$ cat config.mk
export PLATFORM = sky130hd
export DESIGN_NAME = fetch_unit
export DESIGN_NICKNAME = d
export VERILOG_FILES = /design/src/rtl/fetch_unit_pkg.sv /design/src/rtl/fetch_unit_pc_save_regs.sv /design/src/rtl/fetch_unit.sv
export SDC_FILE = /design/constraint.sdc
export NUM_CORES = 1
export LEC_CHECK = 0
export ABC_CLOCK_PERIOD_IN_PS = 3200
export BUFFER_PORTS_ARGS = -buffer_cell sky130_fd_sc_hd__buf_2
export CORE_ASPECT_RATIO = 0.9
export CORE_UTILIZATION = 62
export CTS_CLUSTER_DIAMETER = 50
export CTS_CLUSTER_SIZE = 25
export DETAILED_ROUTE_END_ITERATION = 7
export PLACE_DENSITY = 0.85
export SLEW_MARGIN = 20
export SYNTH_ARGS = -nofsm -noshare
export SYNTH_HDL_FRONTEND = slang
export SYNTH_HIERARCHICAL = 1
export SYNTH_SLANG_ARGS = --single-unit
$ cat constraint.sdc
create_clock -name Clk -period 3.2 [get_ports Clk]
set_input_delay 0.64 -clock Clk [delete_from_list [all_inputs] [get_ports Clk]]
set_output_delay 0.64 -clock Clk [all_outputs]
set_load 0.01 [all_outputs]
$ cat src/rtl/fetch_unit_pkg.sv
// Purpose : shared types and constants for the fetch stage (state enum, PCRegSelect codes).
// Latency : n/a (package only).
// Backpressure: n/a.
package definitions;

  // Default program-counter width; ROM depth is 2**PC_W.
  localparam int PC_W_DEF = 10;

  typedef enum logic [1:0] {
    IDLE = 2'd0,
    RUN  = 2'd1,
    HALT = 2'd2
  } fetch_state_t;

  // PCRegSelect encodings shared by the save and jump paths.
  localparam logic [1:0] kPCNone = 2'b00;
  localparam logic [1:0] kPCReg1 = 2'b01;
  localparam logic [1:0] kPCReg2 = 2'b10;
  localparam logic [1:0] kPCReg3 = 2'b11;

endpackage

$ cat src/rtl/fetch_unit_pc_save_regs.sv
// Purpose : bank of three saved-address registers (PCreg1..3) used as jump targets.
// Latency : write lands on the next rising edge; read port is combinational.
// Backpressure: none; one write per cycle is always accepted.
// Ports   : clk/rst (async active-high), clr (sync clear, wins over write),
//           we/wsel/wdata (write port, wsel=00 ignored), rsel/rdata (read port, rsel=00 reads 0).
module pc_save_regs
  import definitions::*;
#(
  parameter int PC_W = PC_W_DEF
) (
  input  logic            clk,
  input  logic            rst,
  input  logic            clr,
  input  logic            we,
  input  logic [1:0]      wsel,
  input  logic [PC_W-1:0] wdata,
  input  logic [1:0]      rsel,
  output logic [PC_W-1:0] rdata
);

  logic [PC_W-1:0] regs [1:3];

  always_ff @(posedge clk or posedge rst) begin
    if (rst) begin
      for (int i = 1; i <= 3; i++) regs[i] <= '0;
    end else if (clr) begin
      for (int i = 1; i <= 3; i++) regs[i] <= '0;
    end else begin
      for (int i = 1; i <= 3; i++) begin
        if (we && (wsel == 2'(i))) regs[i] <= wdata;
      end
    end
  end

  always_comb begin
    rdata = '0;
    case (rsel)
      kPCReg1: rdata = regs[1];
      kPCReg2: rdata = regs[2];
      kPCReg3: rdata = regs[3];
      default: rdata = '0;
    endcase
  end

endmodule

$ cat src/rtl/fetch_unit.sv
// Purpose : program counter + IDLE/RUN/HALT sequencer feeding the instruction ROM; handles
//           je/jne jumps to saved registers and spc saves. Optional macro FETCH_JUMP_COUNT_EN
//           enables a saturating 16-bit taken-jump counter (JumpCount tied to 0 otherwise).
// Latency : one cycle from decoded strobes to ProgCtr update; no delay slots.
// Backpressure: none; Start holds the program at address 0, Ack freezes it in HALT.
// Ports   : Clk, Reset (async active-high), Start, JumpEqual, JumpNotEqual, OffsetEn,
//           PCRegSelect[1:0], SaveEn, EqualFlag, Ack -> ProgCtr[PC_W-1:0], Done, JumpCount[15:0].
module fetch_unit
  import definitions::*;
#(
  parameter int PC_W       = PC_W_DEF,
  parameter int SPC_OFFSET = 2
) (
  input  logic            Clk,
  input  logic            Reset,
  input  logic            Start,
  input  logic            JumpEqual,
  input  logic            JumpNotEqual,
  input  logic            OffsetEn,
  input  logic [1:0]      PCRegSelect,
  input  logic            SaveEn,
  input  logic            EqualFlag,
  input  logic            Ack,
  output logic [PC_W-1:0] ProgCtr,
  output logic            Done,
  output logic [15:0]     JumpCount
);

  fetch_state_t    state, state_nxt;
  logic            taken;
  logic            jump;
  logic            save_we;
  logic [PC_W-1:0] pc_nxt;
  logic [PC_W-1:0] jump_tgt;
  logic [PC_W-1:0] save_data;

  // ---------------- state register ----------------
  always_ff @(posedge Clk or posedge Reset) begin
    if (Reset) state <= IDLE;
    else       state <= state_nxt;
  end

  // ---------------- next-state logic ----------------
  always_comb begin
    state_nxt = state;
    if (Start) begin
      state_nxt = IDLE;
    end else begin
      case (state)
        IDLE:    state_nxt = RUN;
        RUN:     if (Ack) state_nxt = HALT;
        HALT:    state_nxt = HALT;
        default: state_nxt = IDLE;
      endcase
    end
  end

  // ---------------- output / datapath control ----------------
  // A jump only counts as taken with a real register selected. A taken jump
  // suppresses any save decoded in the same cycle, and Ack (the halt
  // instruction) freezes everything, so saves only ride along with increments.
  always_comb begin
    taken   = (JumpEqual & EqualFlag) | (JumpNotEqual & ~EqualFlag);
    jump    = 1'b0;
    save_we = 1'b0;
    pc_nxt  = ProgCtr;
    if (Start) begin
      pc_nxt = '0;
    end else begin
      case (state)
        IDLE: pc_nxt = '0;
        RUN: begin
          if (Ack) begin
            pc_nxt = ProgCtr;
          end else if (taken && (PCRegSelect != kPCNone)) begin
            jump   = 1'b1;
            pc_nxt = jump_tgt;
          end else begin
            save_we = SaveEn;
            pc_nxt  = ProgCtr + PC_W'(1);
          end
        end
        default: pc_nxt = ProgCtr;
      endcase
    end
  end

  // Saved value is relative to the address of the spc instruction itself.
  assign save_data = ProgCtr + (OffsetEn ? PC_W'(SPC_OFFSET) : PC_W'(0));

  always_ff @(posedge Clk or posedge Reset) begin
    if (Reset) begin
      ProgCtr <= '0;
      Done    <= 1'b0;
    end else begin
      ProgCtr <= pc_nxt;
      Done    <= (state_nxt == HALT);
    end
  end

  // Read and write share the select; the read sees the pre-edge value, so a
  // jump through the register being written would use the old contents.
  pc_save_regs #(
    .PC_W (PC_W)
  ) u_save_regs (
    .clk   (Clk),
    .rst   (Reset),
    .clr   (Start),
    .we    (save_we),
    .wsel  (PCRegSelect),
    .wdata (save_data),
    .rsel  (PCRegSelect),
    .rdata (jump_tgt)
  );

`ifdef FETCH_JUMP_COUNT_EN
  always_ff @(posedge Clk or posedge Reset) begin
    if (Reset) begin
      JumpCount <= '0;
    end else if (Start) begin
      JumpCount <= '0;
    end else if (jump && (JumpCount != 16'hFFFF)) begin
      JumpCount <= JumpCount + 16'd1;
    end
  end
`else
  assign JumpCount = '0;
`endif

endmodule

==> key figures, run 1 <==
Run status
  – Status: complete, no violations

Finish
  – Post-synthesis to final-layout area growth: 5.790%
  – Number of antenna repair diodes: 0
  – Net count of the finished layout: 287
  – Fraction of layout instances using a drive strength above 1: between 20% and 30%
  – Number of inserted filler cells in the final layout: 335

Setup path
  – Critical-path cell list: or4b_1 -> a21oi_4 -> and2_1 -> and3_1 -> mux2i_1
  – Flop2flop setup slack: 0.74 ns
  – Slowest cell on the critical path: or4b_1
  – Slowest stage delay, CP: approximately 0.7 ns
  – CP Data Arrival Time: 2.68 ns
  – Worst-path fanout max: 7
  – Critical Path End Type: flop
  – Data required time at the worst endpoint: 3.42 ns
  – Startpoint kind of the worst setup timing path: flop
  – Critical path class: reg -> reg

STA
  – Setup slack after layout: between 0.7 and 0.8 ns
  – Time the worst path needs with I/O delays and setup: 2.456 ns
  – Final setup TNS: 0 ns
  – Fin. max-slew vios: 0
  – Final Skew: about 0.0045 ns
  – Number of hold-slack violations in the final timing report: 0
  – RSZ-0062 raised after global routing: false
  – Headroom to the max-slew limit: about two thirds
  – Measured slew at the worst slew-check pin: ~0.53 ns
  – Endpoints failing setup: 0
  – Ratio of final minimum period to clock period: between 70% and 80%
  – Maximum clock rate: 407.2 MHz

Clocking
  – Buffer count from post-CTS setup fixing: 0
  – CTS sink cnt: 43
  – Worst-skew pair later-pin latency: roughly 0.30 ns
  – Inserted Clock Buffers: 5
  – Max clock buf depth: 2
  – CTS tree: built
  – Post-cts hold buffer count: 0
  – H-Tree Level Count: 2
  – Post-cts gate resize count: 0
  – Clock slew seen by the registers of the worst setup and hold paths: 0.08 ns
  – Buffer type at the clock tree root: clkbuf_8

Synth
  – Cell variety after synth: between 40 and 50
  – Count of flip-flops with a built-in enable after synthesis: 0
  – Post-synth ARST share: 100.0%
  – Number of instances in the synthesized netlist: around 260
  – Register area share after synthesis: roughly 40%
  – Avg Inst Size Synth: 10.59 sq um
  – Number of flip-flops and latches in the synthesized netlist: between 40 and 50
  – Prevailing post-synth register cell: dfrtp_1
  – Area of the mapped netlist: between 2000 and 3000 sq um
  – Synthesis Warnings: 6

Route
  – Via count: roughly 2,000
  – Wirelength per Cell: ~17 um
  – Vias/cell: between 5 and 6
  – Aggregate routed wire length: 5613 um
  – Count of unresolved DRC violations after routing: 0
  – First-pass iteration count of the detailed router: 4
  – Drt first-iter violations: 156
  – Remaining number of nets flagged by the antenna check after routing: 0

Floorplan
  – Cell Rows: 22
  – Die Y: 64.87 um
  – Die Outline Area: approximately 4700 sq um
  – Area of the core region: 4156 sq um
  – Width of the die: 71.85 um
  – Starting Density: approximately two thirds
  – I/O pin count: 38

GRT
  – Residual overflow from global routing: 0
  – All-Layer GR Usage: between 20% and 30%
  – First-pass GRT wire length: approximately 9300 um
  – Via count of the first global-routing pass: 1,981
  – Pin count of the biggest net entering global routing: 45
  – Antenna violations before repair: 0

Pwr
  – Power per cell area: 355.2 nW/um^2
  – Leak: about 0.0014 uW
  – Largest voltage drop on the vdd net: approximately 230 uV

Placed design
  – Last weighted congestion value of the routability-driven placer: between 0.9 and 1
  – Number of buffer cells added on primary ports: 21
  – Post-Place Worst Slack: slightly below 0.5 ns
  – HPWL after detailed placement: approximately 4000 um

Worst hold path
  – Worst min path class: in -> async

Run
  – Total of max-cap violations: 0
[cells in the mapped netlist, types with 2 or more instances]
cell	n	area share, %
dfrtp_1	43	40
nand2b_1	41	9.4
mux2i_1	34	13
buf_4	19	5.2
nand3_1	15	2.8
a22o_1	10	3.2
mux2_4	10	5.5
a21oi_1	9	1.7
clkbuf_1	5	0.69
o21ai_0	5	0.92
and3_1	4	0.92
nor2_1	4	0.55
o2bb2ai_1	4	1.3
xnor2_1	4	1.3
a32oi_1	3	0.97
buf_2	3	0.55
ha_1	3	1.4
inv_1	3	0.41
nand2_1	3	0.41
xor2_1	3	0.97
buf_6	2	0.83
clkbuf_2	2	0.37
nand3b_1	2	0.55
nor2b_1	2	0.46
or2_2	2	0.46
or3_2	2	0.55
[power by group]
part           total, uW  switching, uW  internal (uW)
clock network        376            179            197
registers            552           5.01            547
logic               95.4           63.2           32.2
total               1020            247            776
[metal layers]
| layer | vias up | wire [um] | global-route usage (%) |
|---|---|---|---|
| li1 | 909 | - | - |
| met1 | 984 | 2487 | 33.77 |
| met2 | 63 | 2694 | 43.40 |
| met3 | 16 | 281 | 5.132 |
| met4 | 0 | 149 | 13.73 |
| met5 | - | 0 | 0 |
[worst max-delay path: cells and delay by family (launching register included)]
family / cells / cell delay, ns
and+or+nand+nor: 3 / 1.46
muxes: 1 / 0.25
AOI/OAI and AO/OA: 1 / 0.22
DFF: 1 / 0.44
[cell usage in the layout (no fill, tap or decap), types with 3 or more instances in the layout]
| cell | count |
|---|---|
| inv_1 | 3 |
| nand2b_1 | 41 |
| dfrtp_1 | 43 |
| xnor2_1 | 4 |
| mux2i_1 | 34 |
| xor2_1 | 3 |
| ha_1 | 3 |
| a21oi_1 | 9 |
| nand3_1 | 15 |
| nor2_1 | 4 |
| a32oi_1 | 3 |
| buf_4 | 4 |
| buf_2 | 21 |
| conb_1 | 16 |
| clkbuf_8 | 7 |
| and3_1 | 4 |
| a22o_1 | 10 |
| mux2_4 | 10 |
| nand2_1 | 3 |
| o21ai_0 | 5 |
| o2bb2ai_1 | 4 |
[final cells by class]
class                           instances  area (sq um)  share of cell area, %
Clock buffer                            8         100.1                  3.475
Inverter                                3         11.26                 0.3910
Tap cell                               60         75.07                  2.606
Sequential cell                        43          1076                  37.36
Timing Repair Buffer                   25         135.1                  4.692
Multi-Input combinational cell        195          1483                  51.48
[worst paths after layout]
| kind | start | endpoint | cells past startpoint |
|---|---|---|---|
| worst min-delay path | Reset | ProgCtr[7] | 2 |
| worst min register to register | state[0] | Done | 1 |
| min in group Clk | state[0] | Done | 1 |
| max in group asynchronous | Reset | u_save_regs/regs[22] | 3 |
| worst max register to register | state[1] | u_save_regs/regs[4] | 5 |
| worst max-delay path | state[1] | u_save_regs/regs[4] | 5 |
[sequential cells by signal, indices dropped and copies added (netlist names)]
signal and cells:
u_save_regs/regs 30, ProgCtr 10, state 2, Done 1
[cell families after synthesis]
| logic type | after synthesis | synth area share [%] |
|---|---|---|
| flops | 43 | 39.52 |
| simple gates | 86 | 19.71 |
| other cells | 1 | 0.1377 |
| compound gates | 38 | 10.48 |
| mux | 45 | 18.43 |
| fa+ha+maj | 3 | 1.379 |
| xor+xnor | 7 | 2.252 |
| buf+inv | 34 | 8.088 |
[metrics by stage]
stage | hold slack, ns | instances | util, % | total power, uW | area [sq um]
5_1_grt | 0.3968 | 334 | 69.30 | 1060 | 2880
4_1_cts | 0.3702 | 334 | 69.30 | 1029 | 2880
6_report | 0.3537 | 334 | 69.30 | 1023 | 2880
3_5_place_dp | 0.5278 | 326 | 66.89 | 657.4 | 2780
3_3_place_gp | 0.5132 | 326 | 66.89 | 655.8 | 2780
2_1_floorplan | 0.4745 | 272 | - | 645.0 | 2779
Power figures use the tool's default switching activity.
==> inputs of run 2 (changes only) <==
ABC_CLOCK_PERIOD_IN_PS = 2100   (was 3200)
CORE_UTILIZATION = 52   (was 62)
PLACE_DENSITY = 0.76   (was 0.85)
clock period = 2.1 ns   (was 3.2 ns; I/O delays follow)
==> run 2 against run 1 <==
Net effect: sequential cell count did not move; first-iteration DRC count fell by 26%; global-route usage fell by 3.0 points; critical path depth rose by 1; utilization fell by 8.2 points; routed wire length rose by 4.5%; via count fell by 1.4%; sequential power rose by 52%; clock skew rose by 0.0035 ns; largest cell class unchanged; largest power group unchanged.
==> key figures, run 2 (same netlist as run 1, synthesis figures left out) <==
Route
  – Drt first-iter violations: 115 (-26%)
  – Remaining number of nets flagged by the antenna check after routing: 0 (unchanged)
  – Aggregate routed wire length: 5866 um (+4.5%)
  – Wirelength per Cell: 16.62 um (-1.1%)
  – Count of unresolved DRC violations after routing: 0 (unchanged)
  – First-pass iteration count of the detailed router: 4 (unchanged)
  – Vias/cell: 5.507 (-6.7%)
  – Via count: 1,944 (-1.4%)

Pwr
  – Largest voltage drop on the vdd net: 393.2 uV (+70%)
  – Internal power: 1241 uW (+60%)
  – Clock share of power: 38.7% (+1.9 points)
  – Fraction of power spent switching nets: 23.96% (-0.22 points)
  – Power per cell area: 542.4 nW/um^2 (+53%)
  – Leak: 0.001507 uW (+5.3%)
  – Combinational group share of total power: 9.9% (+0.6 points)
  – Psw: 391.0 uW (+58%)
  – Relative contribution of sequential cells to total power: 51.4% (-2.5 points)
  – Overall power consumption: 1632 uW (+60%)

Clocking
  – CTS tree: built
  – Clock slew seen by the registers of the worst setup and hold paths: 0.08 ns (about the same)
  – Buffer type at the clock tree root: clkbuf_8
  – Post-cts hold buffer count: 0 (unchanged)
  – Max clock buf depth: 2 (unchanged)
  – CTS sink cnt: 43 (unchanged)
  – H-Tree Level Count: 2 (unchanged)
  – Post-cts gate resize count: 0 (unchanged)
  – Inserted Clock Buffers: 5 (unchanged)
  – Worst-skew pair later-pin latency: 0.30 ns (about the same)
  – Buffer count from post-CTS setup fixing: 0 (unchanged)

STA
  – Final setup TNS: 0 ns (unchanged)
  – Ratio of final minimum period to clock period: 91.27% (+15 points)
  – Final Skew: 0.007972 ns (+0.003502 ns)
  – Worst-case hold slack: 0.1400 ns (-0.2137 ns)
  – Maximum clock rate: 521.7 MHz (+28%)
  – Fin. max-slew vios: 0 (unchanged)
  – RSZ-0062 raised after global routing: false
  – Endpoints failing setup: 0 (unchanged)
  – Time the worst path needs with I/O delays and setup: 1.917 ns (-0.5392 ns)
  – Number of hold-slack violations in the final timing report: 0 (unchanged)
  – Setup slack after layout: 0.1834 ns (-0.5608 ns)

Finish
  – Commonest cells after routing, fill and taps aside: dfrtp_1 (43), nand2b_1 (41), mux2i_1 (34)
  – Number of antenna repair diodes: 0 (unchanged)
  – Most common library cell in the layout ignoring fill and taps: dfrtp_1
  – Number of inserted filler cells in the final layout: 442 (+32%)
  – Post-synthesis to final-layout area growth: 10.52%
  – Max FFs per register: 30 (unchanged)
  – Top flop regs: u_save_regs/regs x30, ProgCtr x10, state x2
  – Register containing the most flip-flops in the final layout: u_save_regs/regs
  – Net count of the finished layout: 302 (+5.2%)
  – Fraction of layout instances using a drive strength above 1: 24.65% (+4.6 points)

GRT
  – Via count of the first global-routing pass: 1,990 (+0.45%)
  – Pin count of the biggest net entering global routing: 45 (unchanged)
  – First-pass GRT wire length: 10,090 um (+8.4%)
  – Residual overflow from global routing: 0 (unchanged)
  – Antenna violations before repair: 0 (unchanged)
  – All-Layer GR Usage: 23.64% (-3.0 points)

Setup path
  – Data required time at the worst endpoint: 2.32 ns (-1.10 ns)
  – Critical path class: reg -> reg
  – Critical-path cell list: or4b_4 -> a21oi_4 -> and2_1 -> and3_1 -> buf_4 -> mux2i_1
  – Slowest stage delay, CP: 0.52 ns (-0.18 ns)
  – Startpoint kind of the worst setup timing path: flop
  – Top delay family on crit path: simple AND/OR/NAND/NOR gates
  – Worst-path fanout max: 5 (-2)
  – Slowest cell on the critical path: or4b_4
  – Critical Path End Type: flop
  – CP Data Arrival Time: 2.14 ns (-0.54 ns)
  – Number of buffer and inverter stages on the critical path: 1 (+1)

Placed design
  – Last weighted congestion value of the routability-driven placer: 0.8194 (-10%)
  – Post-Place Worst Slack: -0.02979 ns (-0.5115 ns)
  – HPWL after detailed placement: 4233 um (+8.0%)
  – Number of buffer cells added on primary ports: 21 (unchanged)

Floorplan
  – Width of the die: 78.27 um (+8.9%)
  – Cell Rows: 24 (+9.1%)
  – Die Y: 70.65 um (+8.9%)
  – Starting Density: 55.28% (-10 points)
  – Die Outline Area: 5529 sq um (+19%)
  – Area of the core region: 4925 sq um (+18%)
  – I/O pin count: 38 (unchanged)

Run
  – Total of max-cap violations: 0 (unchanged)

Run status
  – Status: complete, no violations

Worst hold path
  – Worst min path class: in -> async
==> run 2: changes by cell type in the layout (fill, tap and decap cells not counted), sizes merged <==
| cell | previous run | this run |
|---|---|---|
| clkbuf | 8 | 5 |
| buf | 25 | 40 |
| clkinvlp | 0 | 1 |
| bufinv | 0 | 1 |
==> run 2: power by group through the flow <==
stage	sequential, uW	clock, uW	combinational (uW)
after detailed placement	856	0	160
after global routing	840	678	179
after CTS	839	646	161
final	839	632	161
after global placement	855	0	160
after floorplan	856	0	127
==> run 2: per-layer routing <==
layer / vias to the layer above / global-route usage [%] / part of all wire, %
li1: 936 / - / -
met4: 0 / 6.173 / 1.0
met2: 55 / 37.62 / 47
met1: 946 / 33.36 / 47
met3: 7 / 4.258 / 5.6
met5: - / 0 / 0
==> run 2: final timing paths <==
path                                 startpoint                    to  slack (ns)  depth (start not counted)
max in group asynchronous                 Reset  u_save_regs/regs[18]        1.60                          3
setup / recovery                       state[0]   u_save_regs/regs[0]        0.18                          6
hold reg to reg            u_save_regs/regs[15]  u_save_regs/regs[15]        0.55                          2
hold / removal                            Reset            ProgCtr[0]        0.14                          2
setup reg to reg                       state[0]   u_save_regs/regs[0]        0.18                          6
min in group Clk           u_save_regs/regs[15]  u_save_regs/regs[15]        0.55                          2
==> run 2: cell type report <==
class	count	area, sq um	share of cell area (%)
Sequential cell	43	1076	35.76
Clock buffer	5	68.82	2.287
Clock inverter	2	37.54	1.247
Tap cell	65	81.33	2.703
Multi-Input combinational cell	195	1486	49.40
Inverter	3	11.26	0.3742
Timing Repair Buffer	40	247.7	8.233
==> run 2: through the flow <==
stage	utilization [%]	cell area, sq um	instances
2_1_floorplan	-	2779	272
3_3_place_gp	58.87	2899	346
3_5_place_dp	58.87	2899	346
4_1_cts	61.03	3005	353
5_1_grt	61.10	3009	353
6_report	61.10	3009	353
